### config.mk
export PLATFORM = sky130hd
export DESIGN_NAME = div_seq_flat
export DESIGN_NICKNAME = d
export VERILOG_FILES = /design/src/rtl/div_pkg.sv /design/src/rtl/div_if.sv /design/src/rtl/div_step.sv /design/src/rtl/div_seq.sv /design/src/flat_wrapper.sv
export SDC_FILE = /design/constraint.sdc
export NUM_CORES = 1
export LEC_CHECK = 0
export BUFFER_PORTS_ARGS = -buffer_cell sky130_fd_sc_hd__buf_2
export CAP_MARGIN = 5
export CORE_MARGIN = 5
export CORE_UTILIZATION = 44
export DETAILED_ROUTE_END_ITERATION = 12
export PLACE_DENSITY = 0.59
export SLEW_MARGIN = 20
export SYNTH_ARGS = -nofsm -noshare
export SYNTH_HDL_FRONTEND = slang
export SYNTH_SLANG_ARGS = --single-unit
### constraint.sdc
create_clock -name clk -period 9 [get_ports clk]
set_clock_uncertainty 0.15 [all_clocks]
set_input_delay 1.35 -clock clk [delete_from_list [all_inputs] [get_ports clk]]
set_output_delay 1.35 -clock clk [all_outputs]
set_load 0.02 [all_outputs]
### src/rtl/div_pkg.sv
// Shared definitions for the EX-stage sequential divider:
// state encodings, default widths and {hi,lo} result field positions.
package div_pkg;

  localparam int DIV_W     = 32;
  localparam int DIV_CNT_W = 6;

  localparam int DIV_LO_LSB = 0;
  localparam int DIV_HI_LSB = DIV_W;

  localparam logic [1:0] DIV_IDLE   = 2'd0;
  localparam logic [1:0] DIV_BYZERO = 2'd1;
  localparam logic [1:0] DIV_RUN    = 2'd2;
  localparam logic [1:0] DIV_DONE   = 2'd3;

endpackage

### src/rtl/div_if.sv
// Request/result bundle between the EX stage (master)
// and the sequential divider (slave).
interface div_if #(
  parameter int WIDTH = 32
);

  logic               start;
  logic               annul;
  logic               signed_div;
  logic [WIDTH-1:0]   opdata1;
  logic [WIDTH-1:0]   opdata2;
  logic [2*WIDTH-1:0] result;
  logic               ready;
  logic               stall_req;

  modport master (
    output start, annul, signed_div,
    output opdata1, opdata2,
    input  result, ready, stall_req
  );

  modport slave (
    input  start, annul, signed_div,
    input  opdata1, opdata2,
    output result, ready, stall_req
  );

endinterface

### src/rtl/div_step.sv
// One restoring-division iteration: shift the partial remainder,
// trial-subtract the divisor, keep the difference if it did not borrow.
module div_step #(
  parameter int WIDTH = 32
) (
  input  logic [2*WIDTH:0]  rem_i,
  input  logic [WIDTH-1:0]  divisor_i,
  output logic [2*WIDTH:0]  rem_o,
  output logic              q_o
);

  logic [2*WIDTH:0] shl;
  logic [WIDTH+1:0] diff;

  always_comb begin
    shl  = rem_i << 1;
    diff = {1'b0, shl[2*WIDTH:WIDTH]} - {2'b00, divisor_i};
    q_o  = ~diff[WIDTH+1];
    if (q_o) begin
      rem_o = {diff[WIDTH:0], shl[WIDTH-1:1], 1'b1};
    end else begin
      rem_o = shl;
    end
  end

endmodule

### src/rtl/div_seq.sv
// Multi-cycle DIV/DIVU sequencer: one quotient bit per cycle,
// stalls the pipe while busy and returns {remainder, quotient}.
module div_seq
  import div_pkg::*;
#(
  parameter int WIDTH = DIV_W,
  parameter int CNT_W = DIV_CNT_W
) (
  input  logic clk,
  input  logic reset,
  div_if.slave bus
);

  logic [1:0]         state_q, state_d;
  logic [CNT_W-1:0]   cnt_q, cnt_d;
  logic [2*WIDTH:0]   rem_q, rem_d;
  logic [WIDTH-1:0]   dvs_q, dvs_d;
  logic               sq_q, sq_d;
  logic               sr_q, sr_d;
  logic [2*WIDTH-1:0] res_q, res_d;
  logic               rdy_q, rdy_d;

  logic [2*WIDTH:0]   step_rem;
  logic               step_q;
  logic               neg1, neg2;
  logic [WIDTH-1:0]   abs1, abs2;
  logic [WIDTH-1:0]   q_raw, r_raw;

  div_step #(.WIDTH(WIDTH)) u_step (
    .rem_i     (rem_q),
    .divisor_i (dvs_q),
    .rem_o     (step_rem),
    .q_o       (step_q)
  );

  always_comb begin
    neg1  = bus.signed_div & bus.opdata1[WIDTH-1];
    neg2  = bus.signed_div & bus.opdata2[WIDTH-1];
    abs1  = neg1 ? -bus.opdata1 : bus.opdata1;
    abs2  = neg2 ? -bus.opdata2 : bus.opdata2;
    q_raw = {step_rem[WIDTH-1:1], step_q};
    r_raw = step_rem[2*WIDTH-1:WIDTH];
  end

  always_comb begin
    state_d = state_q;
    cnt_d   = cnt_q;
    rem_d   = rem_q;
    dvs_d   = dvs_q;
    sq_d    = sq_q;
    sr_d    = sr_q;
    res_d   = res_q;
    rdy_d   = rdy_q;
    unique case (state_q)
      DIV_IDLE: begin
        rdy_d = 1'b0;
        res_d = '0;
        if (bus.start && !bus.annul) begin
          if (bus.opdata2 == '0) begin
            state_d = DIV_BYZERO;
          end else begin
            state_d = DIV_RUN;
            rem_d   = {{(WIDTH+1){1'b0}}, abs1};
            dvs_d   = abs2;
            sq_d    = neg1 ^ neg2;
            sr_d    = neg1;
            cnt_d   = '0;
          end
        end
      end
      DIV_BYZERO: begin
        if (bus.annul) begin
          state_d = DIV_IDLE;
        end else begin
          state_d = DIV_DONE;
          rdy_d   = 1'b1;
          res_d   = '0;
        end
      end
      DIV_RUN: begin
        if (bus.annul) begin
          state_d = DIV_IDLE;
        end else begin
          rem_d = step_rem;
          cnt_d = cnt_q + 1'b1;
          // last iteration lands the signed-corrected result directly
          if (cnt_q == CNT_W'(WIDTH-1)) begin
            state_d = DIV_DONE;
            rdy_d   = 1'b1;
            res_d   = {sr_q ? -r_raw : r_raw,
                       sq_q ? -q_raw : q_raw};
          end
        end
      end
      DIV_DONE: begin
        if (bus.annul || !bus.start) begin
          state_d = DIV_IDLE;
          rdy_d   = 1'b0;
          res_d   = '0;
        end
      end
      default: begin
        state_d = DIV_IDLE;
        rdy_d   = 1'b0;
        res_d   = '0;
      end
    endcase
  end

  always_ff @(posedge clk) begin
    if (reset) begin
      state_q <= DIV_IDLE;
      cnt_q   <= '0;
      rem_q   <= '0;
      dvs_q   <= '0;
      sq_q    <= 1'b0;
      sr_q    <= 1'b0;
      res_q   <= '0;
      rdy_q   <= 1'b0;
    end else begin
      state_q <= state_d;
      cnt_q   <= cnt_d;
      rem_q   <= rem_d;
      dvs_q   <= dvs_d;
      sq_q    <= sq_d;
      sr_q    <= sr_d;
      res_q   <= res_d;
      rdy_q   <= rdy_d;
    end
  end

  assign bus.result    = res_q;
  assign bus.ready     = rdy_q;
  assign bus.stall_req = bus.start & ~rdy_q & ~bus.annul;

endmodule
### src/flat_wrapper.sv
// flat-port wrapper written by rule: the top's interface ports become plain ports
module div_seq_flat import div_pkg::*;
#(
  parameter int WIDTH = DIV_W,
  parameter int CNT_W = DIV_CNT_W
)
  (clk, reset, bus_start, bus_annul, bus_signed_div, bus_opdata1, bus_opdata2, bus_result, bus_ready, bus_stall_req);
  div_if #(.WIDTH(WIDTH)) bus_i ();
  input  logic clk;
  input  logic reset;
  input wire logic [$bits(bus_i.start)-1:0] bus_start;
  input wire logic [$bits(bus_i.annul)-1:0] bus_annul;
  input wire logic [$bits(bus_i.signed_div)-1:0] bus_signed_div;
  input wire logic [$bits(bus_i.opdata1)-1:0] bus_opdata1;
  input wire logic [$bits(bus_i.opdata2)-1:0] bus_opdata2;
  output wire logic [$bits(bus_i.result)-1:0] bus_result;
  output wire logic [$bits(bus_i.ready)-1:0] bus_ready;
  output wire logic [$bits(bus_i.stall_req)-1:0] bus_stall_req;
  assign bus_i.start = bus_start;
  assign bus_i.annul = bus_annul;
  assign bus_i.signed_div = bus_signed_div;
  assign bus_i.opdata1 = bus_opdata1;
  assign bus_i.opdata2 = bus_opdata2;
  assign bus_result = bus_i.result;
  assign bus_ready = bus_i.ready;
  assign bus_stall_req = bus_i.stall_req;
  div_seq #(.WIDTH(WIDTH), .CNT_W(CNT_W)) u_core (.clk(clk), .reset(reset), .bus(bus_i));
endmodule
# Word level (Yosys, flattened, before mapping)
# Cells that the tools add are included.
[totals] input_bits=69 latch_bits=0 regBits=171 n_memories=0 output_inout_bits=66 rom_bits=0 ramBits=0 wordCells=75
[classes] n_div=0 reduce_logical=11 n_bitwise=9 n_lt_le_gt_ge=0 shifts=0 mul=0 eq_ne=11 mux=30 add_sub_neg=6
[op_table] op="2-to-1 mux 64 bit" n=8
[op_table] op="one-hot mux 64 bit (4 select lines)" n=1
[op_table] op="2-to-1 mux 32 bit" n=4
[op_table] op="negator 32 bit" n=4
[op_table] op="one-hot mux 64 bit (2 select lines)" n=1
[op_table] op="subtractor 33 x 32 -> 34 bit" n=1
[op_table] op="logical NOT 32 bit" n=1
[op_table] op="2-to-1 mux 6 bit" n=3
[op_table] op="2-to-1 mux 2 bit" n=6
[op_table] op="one-hot mux 6 bit (2 select lines)" n=1
[op_table] op="one-hot mux 2 bit (4 select lines)" n=1
[op_table] op="AND reduction 4 bit" n=2
[op_table] op="adder 6 x 1 -> 6 bit, second input constant" n=1
[op_table] op="== test 6 x 5 -> 1 bit, second input constant" n=1
[op_table] op="!= test 2 x 1 -> 1 bit, second input constant" n=3
[op_table] op="!= test 2 bit, second input constant" n=3
[op_table] op="AND reduction 3 bit" n=2
[op_table] op="AND 1 bit" n=4
[op_table] op="== test 2 bit, second input constant" n=2
[op_table] op="2-to-1 mux 1 bit" n=4
[op_table] op="inverter 1 bit" n=4
[op_table] op="one-hot mux 1 bit (4 select lines)" n=1
[op_table] op="!= test 3 x 2 -> 1 bit, second input constant" n=1
[op_table] op="== test 2 x 1 -> 1 bit, second input constant" n=1
[op_table] op="6 further kinds" n=7

# Longest topological paths before layout
[logic_depth] ltp_word=7 depth_mapped=25 depth_no_buf=20

# By module
# A second synthesis with hierarchy kept.
[unflattened] hier_cells=1537 hier_area_um2=11589.9
[modules_own_cells] mod="div_seq" seq_area_each_um2=3443.3 n_inst=1 cells_each=1140 area_each_um2=8968.6
[modules_own_cells] mod="div_step" seq_area_each_um2=0.0 n_inst=1 cells_each=397 area_each_um2=2621.3

# Least setup slack after synthesis
# No wires, ideal clock.
[synth_path] path_type="register to register" start="register u_core.rem_q[44]" end="register u_core.res_q[62] (netlist: u_core.bus.result[62])" stages_incl_launch_ff=22 setup_ps=127 arrival_time_ps=4459 slack_ps=4264 path_cell_list="dfxtp_1 > ha_1 > clkbuf_2 > nand4_1 > or3_1 > o2111ai_2 > nand3_2 > nand2_2 > buf_2 > buf_2 > buf_2 > buf_2 > a21oi_1 > inv_1 > ha_1 > nand3_1 > or2_2 > o41ai_1 > nand2_1 > nand4_1 > a21oi_1 > or3_1"
[synth_via] elab_chain_cells=7
[synth_lines] item="start: declaration" line="div_seq.sv:16" text="logic [2*WIDTH:0] rem_q, rem_d;"
[synth_lines] item="start signal: assignment" line="div_seq.sv:123" text="rem_q <= rem_d;"
[synth_lines] item="subtractor 33 x 32 -> 34 bit" line="div_step.sv:17" text="diff = {1'b0, shl[2*WIDTH:WIDTH]} - {2'b00, divisor_i};"
[synth_lines] item="2-to-1 mux 64 bit (*)" line="div_step.sv:19" text="if (q_o) begin"
[synth_lines] item="negator 32 bit" line="div_seq.sv:90" text="res_d = {sr_q ? -r_raw : r_raw,"
[synth_lines] item="2-to-1 mux 32 bit (*)" line="div_seq.sv:90"
[synth_lines] item="2-to-1 mux 64 bit (*)" line="div_seq.sv:87" text="if (cnt_q == CNT_W'(WIDTH-1)) begin"
[synth_lines] item="2-to-1 mux 64 bit (*)" line="div_seq.sv:81" text="if (bus.annul) begin"
[synth_lines] item="one-hot mux 64 bit (4 select lines) (*)" line="div_seq.sv:54" text="unique case (state_q)"
[synth_lines] item="end signal: assignment" line="div_seq.sv:127" text="res_q <= res_d;"
[synth_lines] item="end: declaration" line="div_seq.sv:20" text="logic [2*WIDTH-1:0] res_q, res_d;"
# Every way passes the cells marked *; elsewhere a longest branch is shown, timed or not. The select of a mux whose other input is x is not followed.
# A chain may end at the register's enable or synchronous reset.

# Final worst setup path
[layout_path] start="register u_core.rem_q[37]" end="register u_core.res_q[26] (netlist: u_core.bus.result[26])"
[layout_via] elab_chain_cells=7
[layout_lines] item="subtractor 33 x 32 -> 34 bit" line="div_step.sv:17"
[layout_lines] item="inverter 1 bit" line="div_step.sv:18" text="q_o = ~diff[WIDTH+1];"
[layout_lines] item="negator 32 bit" line="div_seq.sv:91" text="sq_q ? -q_raw : q_raw};"
[layout_lines] item="2-to-1 mux 32 bit" line="div_seq.sv:91"
[layout_lines] item="2-to-1 mux 64 bit" line="div_seq.sv:87"
[layout_lines] item="2-to-1 mux 64 bit" line="div_seq.sv:81"
[layout_lines] item="one-hot mux 64 bit (4 select lines)" line="div_seq.sv:54"
# Every way passes these cells. The select of a mux whose other input is x is not followed.

==> reports/summary.txt <==
Peak supply drop = 0.000386 V
net count of the finished layout = 1794
number of cells on the worst hold path = 2
Syn Std Cell Area = 11600 sq um
Reg area = 3420 sq um
pin count of the biggest net entering global routing = 105
Hold Crit Start = u_core.bus.result[25]
category of the critical setup timing path = reg -> reg
Setup crit start kind = flip-flop
highest fanout seen on the critical path = 54
share of the synthesized area in the top cell type = 29.4%
highest cell delay on the worst timing path = 520 ps
CP arrival = 5190 ps
total negative slack for setup checks = 0 ps
port buffer count = 134
I/O pin count = 135
TritonCTS clock tree = done
hold buffer count at cts = 0
share of the cycle needed by the critical path after routing = 56.0%
DIE AREA = 29800 sq um
share of flip-flops with an asynchronous set or reset = 0%
Detailed Route Iter0 Violations = 1036
minimum period implied by the final worst setup slack = 5040 ps
via count of the first global-routing pass = 10800
fill count = 2647
std cell rows = 59
largest cells by area after synthesis = dfxtp_1, nand2_1, xnor2_1, a21oi_1, nor2_1
number of vias per cell = 5.82
count of buffers added by post-CTS timing repair for setup = 0
final setup fails = 0
wire length of the first global-routing pass = 60800 um
Primary FF master, synth = dfxtp_1
cell type contributing the most total cell area after synthesis = dfxtp_1
sink count of the clock tree = 171
slew margin rel. = 31.4%
area of the core = 26100 sq um
largest buffer count on any clock path = 2
synthesized area per cell = 7.23 sq um
Clock Tree Root = clkbuf_16
initial cell density of the core = 44.6%
Antenna diodes = 0
H-tree level count = 4
r2r endpoint = u_core.bus.result[26]
kind of cell adding the most delay to the critical path = compound AO/OA/AOI/OAI gates
global-route usage over all layers = 25.0%
share of the core filled with cells in the final layout = 50.1%
detailed-router iteration count before antenna repair = 6
vertical die dimension = 173 um
routed length per instance = 19.2 um
number of enable flip-flop cells after synthesis = 0
Worst Hold End = u_core.bus.result[25]
class of the tightest hold or removal check = reg -> reg
leakage power of the design = 5.18 nW
Post-route DRC = 0
unrepaired setup endpoints after global routing = false
half-perimeter wire length of the detailed placement result = 29000 um
vias after detailed routing = 11800
clock slew seen by the registers of the worst setup and hold paths = 80 ps
final antenna-violating net count = 0
flops & latches, synth = 171
RR Startpoint = u_core.rem_q[37]
result of the run = finished clean
drt total wl = 39000 um
final cell count without fillers = 2030
Yosys Warn Count = 0
Buf/Inv on CP = 3
required time reported for the critical path endpoint = 9150 ps
nature of the critical path endpoint = flip-flop
clock latency at the later pin of the worst-skew pair = 440 ps
worst-case reg-to-reg path depth = 18
most frequent standard cell in the layout excluding fill and tap cells = nand2_1
max-cap check violation count = 0
global placement routability congestion = 0.901
fin. max-slew vios = 0
share of synthesized area occupied by flip-flops and latches = 29.4%
area growth from synthesis to layout = 12.3%
register-to-register setup slack = 3960 ps
CP Cell Sequence = ha_1 > a21oi_1 > o21ai_0 > a22oi_1 > o2111ai_2 > nand3_2 > nand2_2 > buf_4 > inv_1 > buf_4 > ha_1 > nand3_1 > o41ai_1 > and2_1 > nand2_1 > xor2_1 > a22oi_1 > nor2_1
global route overflow = 0
footprint of the multi-input gates = 7670 sq um
worst-margin pin slew = 1030 ps
number of hold violations in the final report = 0
Mapped Cells = 1608
cell area power density = 253 nW/um^2
Slowest cell on crit path = o41ai_1
Yosys cell types = 75
highest-count cells in the layout ignoring fill and taps = nand2_1, dfxtp_1, nor2_1
number of buffers inserted during clock tree synthesis = 17
f_max = 0.199 GHz
Mapped Nets = 1720
overall die width = 173 um
post_cts resized = 0
number of logic stages on the critical path including buffering = 18
placed instance count = 1998
proportion of layout cells with a drive suffix above 1 = 12.2%
initial antenna violation count = 0
==> synth_stat cells (12+ instances only) <==
library cell,n
a21oi_1,147
xor2_1,55
inv_1,53
xnor2_1,86
buf_1,14
clkbuf_1,62
buf_2,13
o41ai_1,14
o31ai_1,20
dfxtp_1,171
ha_1,42
nor3_1,34
nand3_1,47
a22oi_1,25
nand2_1,286
or3_1,13
nor4_1,20
o21ai_0,117
nor2_1,156
mux2i_1,13
nand4_1,12
nand2b_1,14
a211oi_1,37
==> cell type report <==
type                       count  area share, %
multi-input combinational   1293           58.7
clock inverter                15           1.28
sequential                   171           26.2
inverter                      54           1.55
timing repair buffer         145           5.78
clock buffer                  17           3.26
tap                          335           3.21
==> metal layers <==
metal  track usage [%]  share of wire (%)  vias to the layer above
met3              4.41                7.0                       49
met4              5.84                1.7                        0
met5                 0                  0                        -
met2              37.8                 44                      388
li1                  -                  -                     5835
met1              36.9                 48                     5550
==> worst register-to-register path: stages (launching register included) <==
cell       delay [ps]
dfxtp_1           420
ha_1              310
a21oi_1           240
o21ai_0           250
a22oi_1           360
o2111ai_2         230
nand3_2           170
nand2_2           110
buf_4             370
inv_1             130
buf_4             420
ha_1              300
nand3_1           240
o41ai_1           520
and2_1            250
nand2_1            70
xor2_1            140
a22oi_1           160
nor2_1             60
==> where the power goes <==
group / switching (mW) / leakage [nW] / internal (mW)
registers: 0.0973 / 1.39 / 0.841
logic: 1.12 / 3.50 / 0.490
clock network: 0.381 / 0.288 / 0.376
==> worst max-delay path by stage <==
stage                                start                    end
after global placement     u_core.dvs_q[1]  u_core.bus.result[54]
after floorplan           u_core.rem_q[44]  u_core.bus.result[62]
after detailed placement  u_core.rem_q[37]  u_core.bus.result[62]
after global routing      u_core.rem_q[37]  u_core.bus.result[54]
final                     u_core.rem_q[37]  u_core.bus.result[26]
after CTS                 u_core.rem_q[37]  u_core.bus.result[62]
==> metrics by stage <==
| step | hold slack (ps) | power [mW] | cell area [sq um] | worst slack [ps] |
|---|---|---|---|---|
| global route | 325 | 3.52 | 13100 | 3480 |
| floorplan | 282 | 2.07 | 11600 | 4260 |
| finish | 300 | 3.31 | 13100 | 3960 |
| CTS | 306 | 3.30 | 13100 | 4040 |
| global placement | 282 | 2.53 | 12500 | 4130 |
| detailed placement | 289 | 2.54 | 12500 | 4050 |
==> state kept, by name, indices dropped and copies added (netlist names) <==
signal and count:
u_core.state_q 2, u_core.bus.result 64, u_core.rem_q 64, u_core.bus.ready 1, u_core.sr_q 1, u_core.dvs_q 32, u_core.cnt_q 6, u_core.sq_q 1
==> kinds of logic (layout without fill, tap and decap cells) <==
group                    count (synthesis)  in the layout  synth area share [%]
adder cells (fa/ha/maj)                 43             43                  4.69
buffers and inverters                  144            231                  4.80
multiplexers                            15             15                  1.31
flip-flops                             171            171                  29.4
AO/OA/AOI/OAI                          452            452                  24.5
XOR/XNOR                               141            141                  10.6
AND/OR/NAND/NOR                        642            642                  24.6
Note: power is estimated with default switching activity, not from simulation.
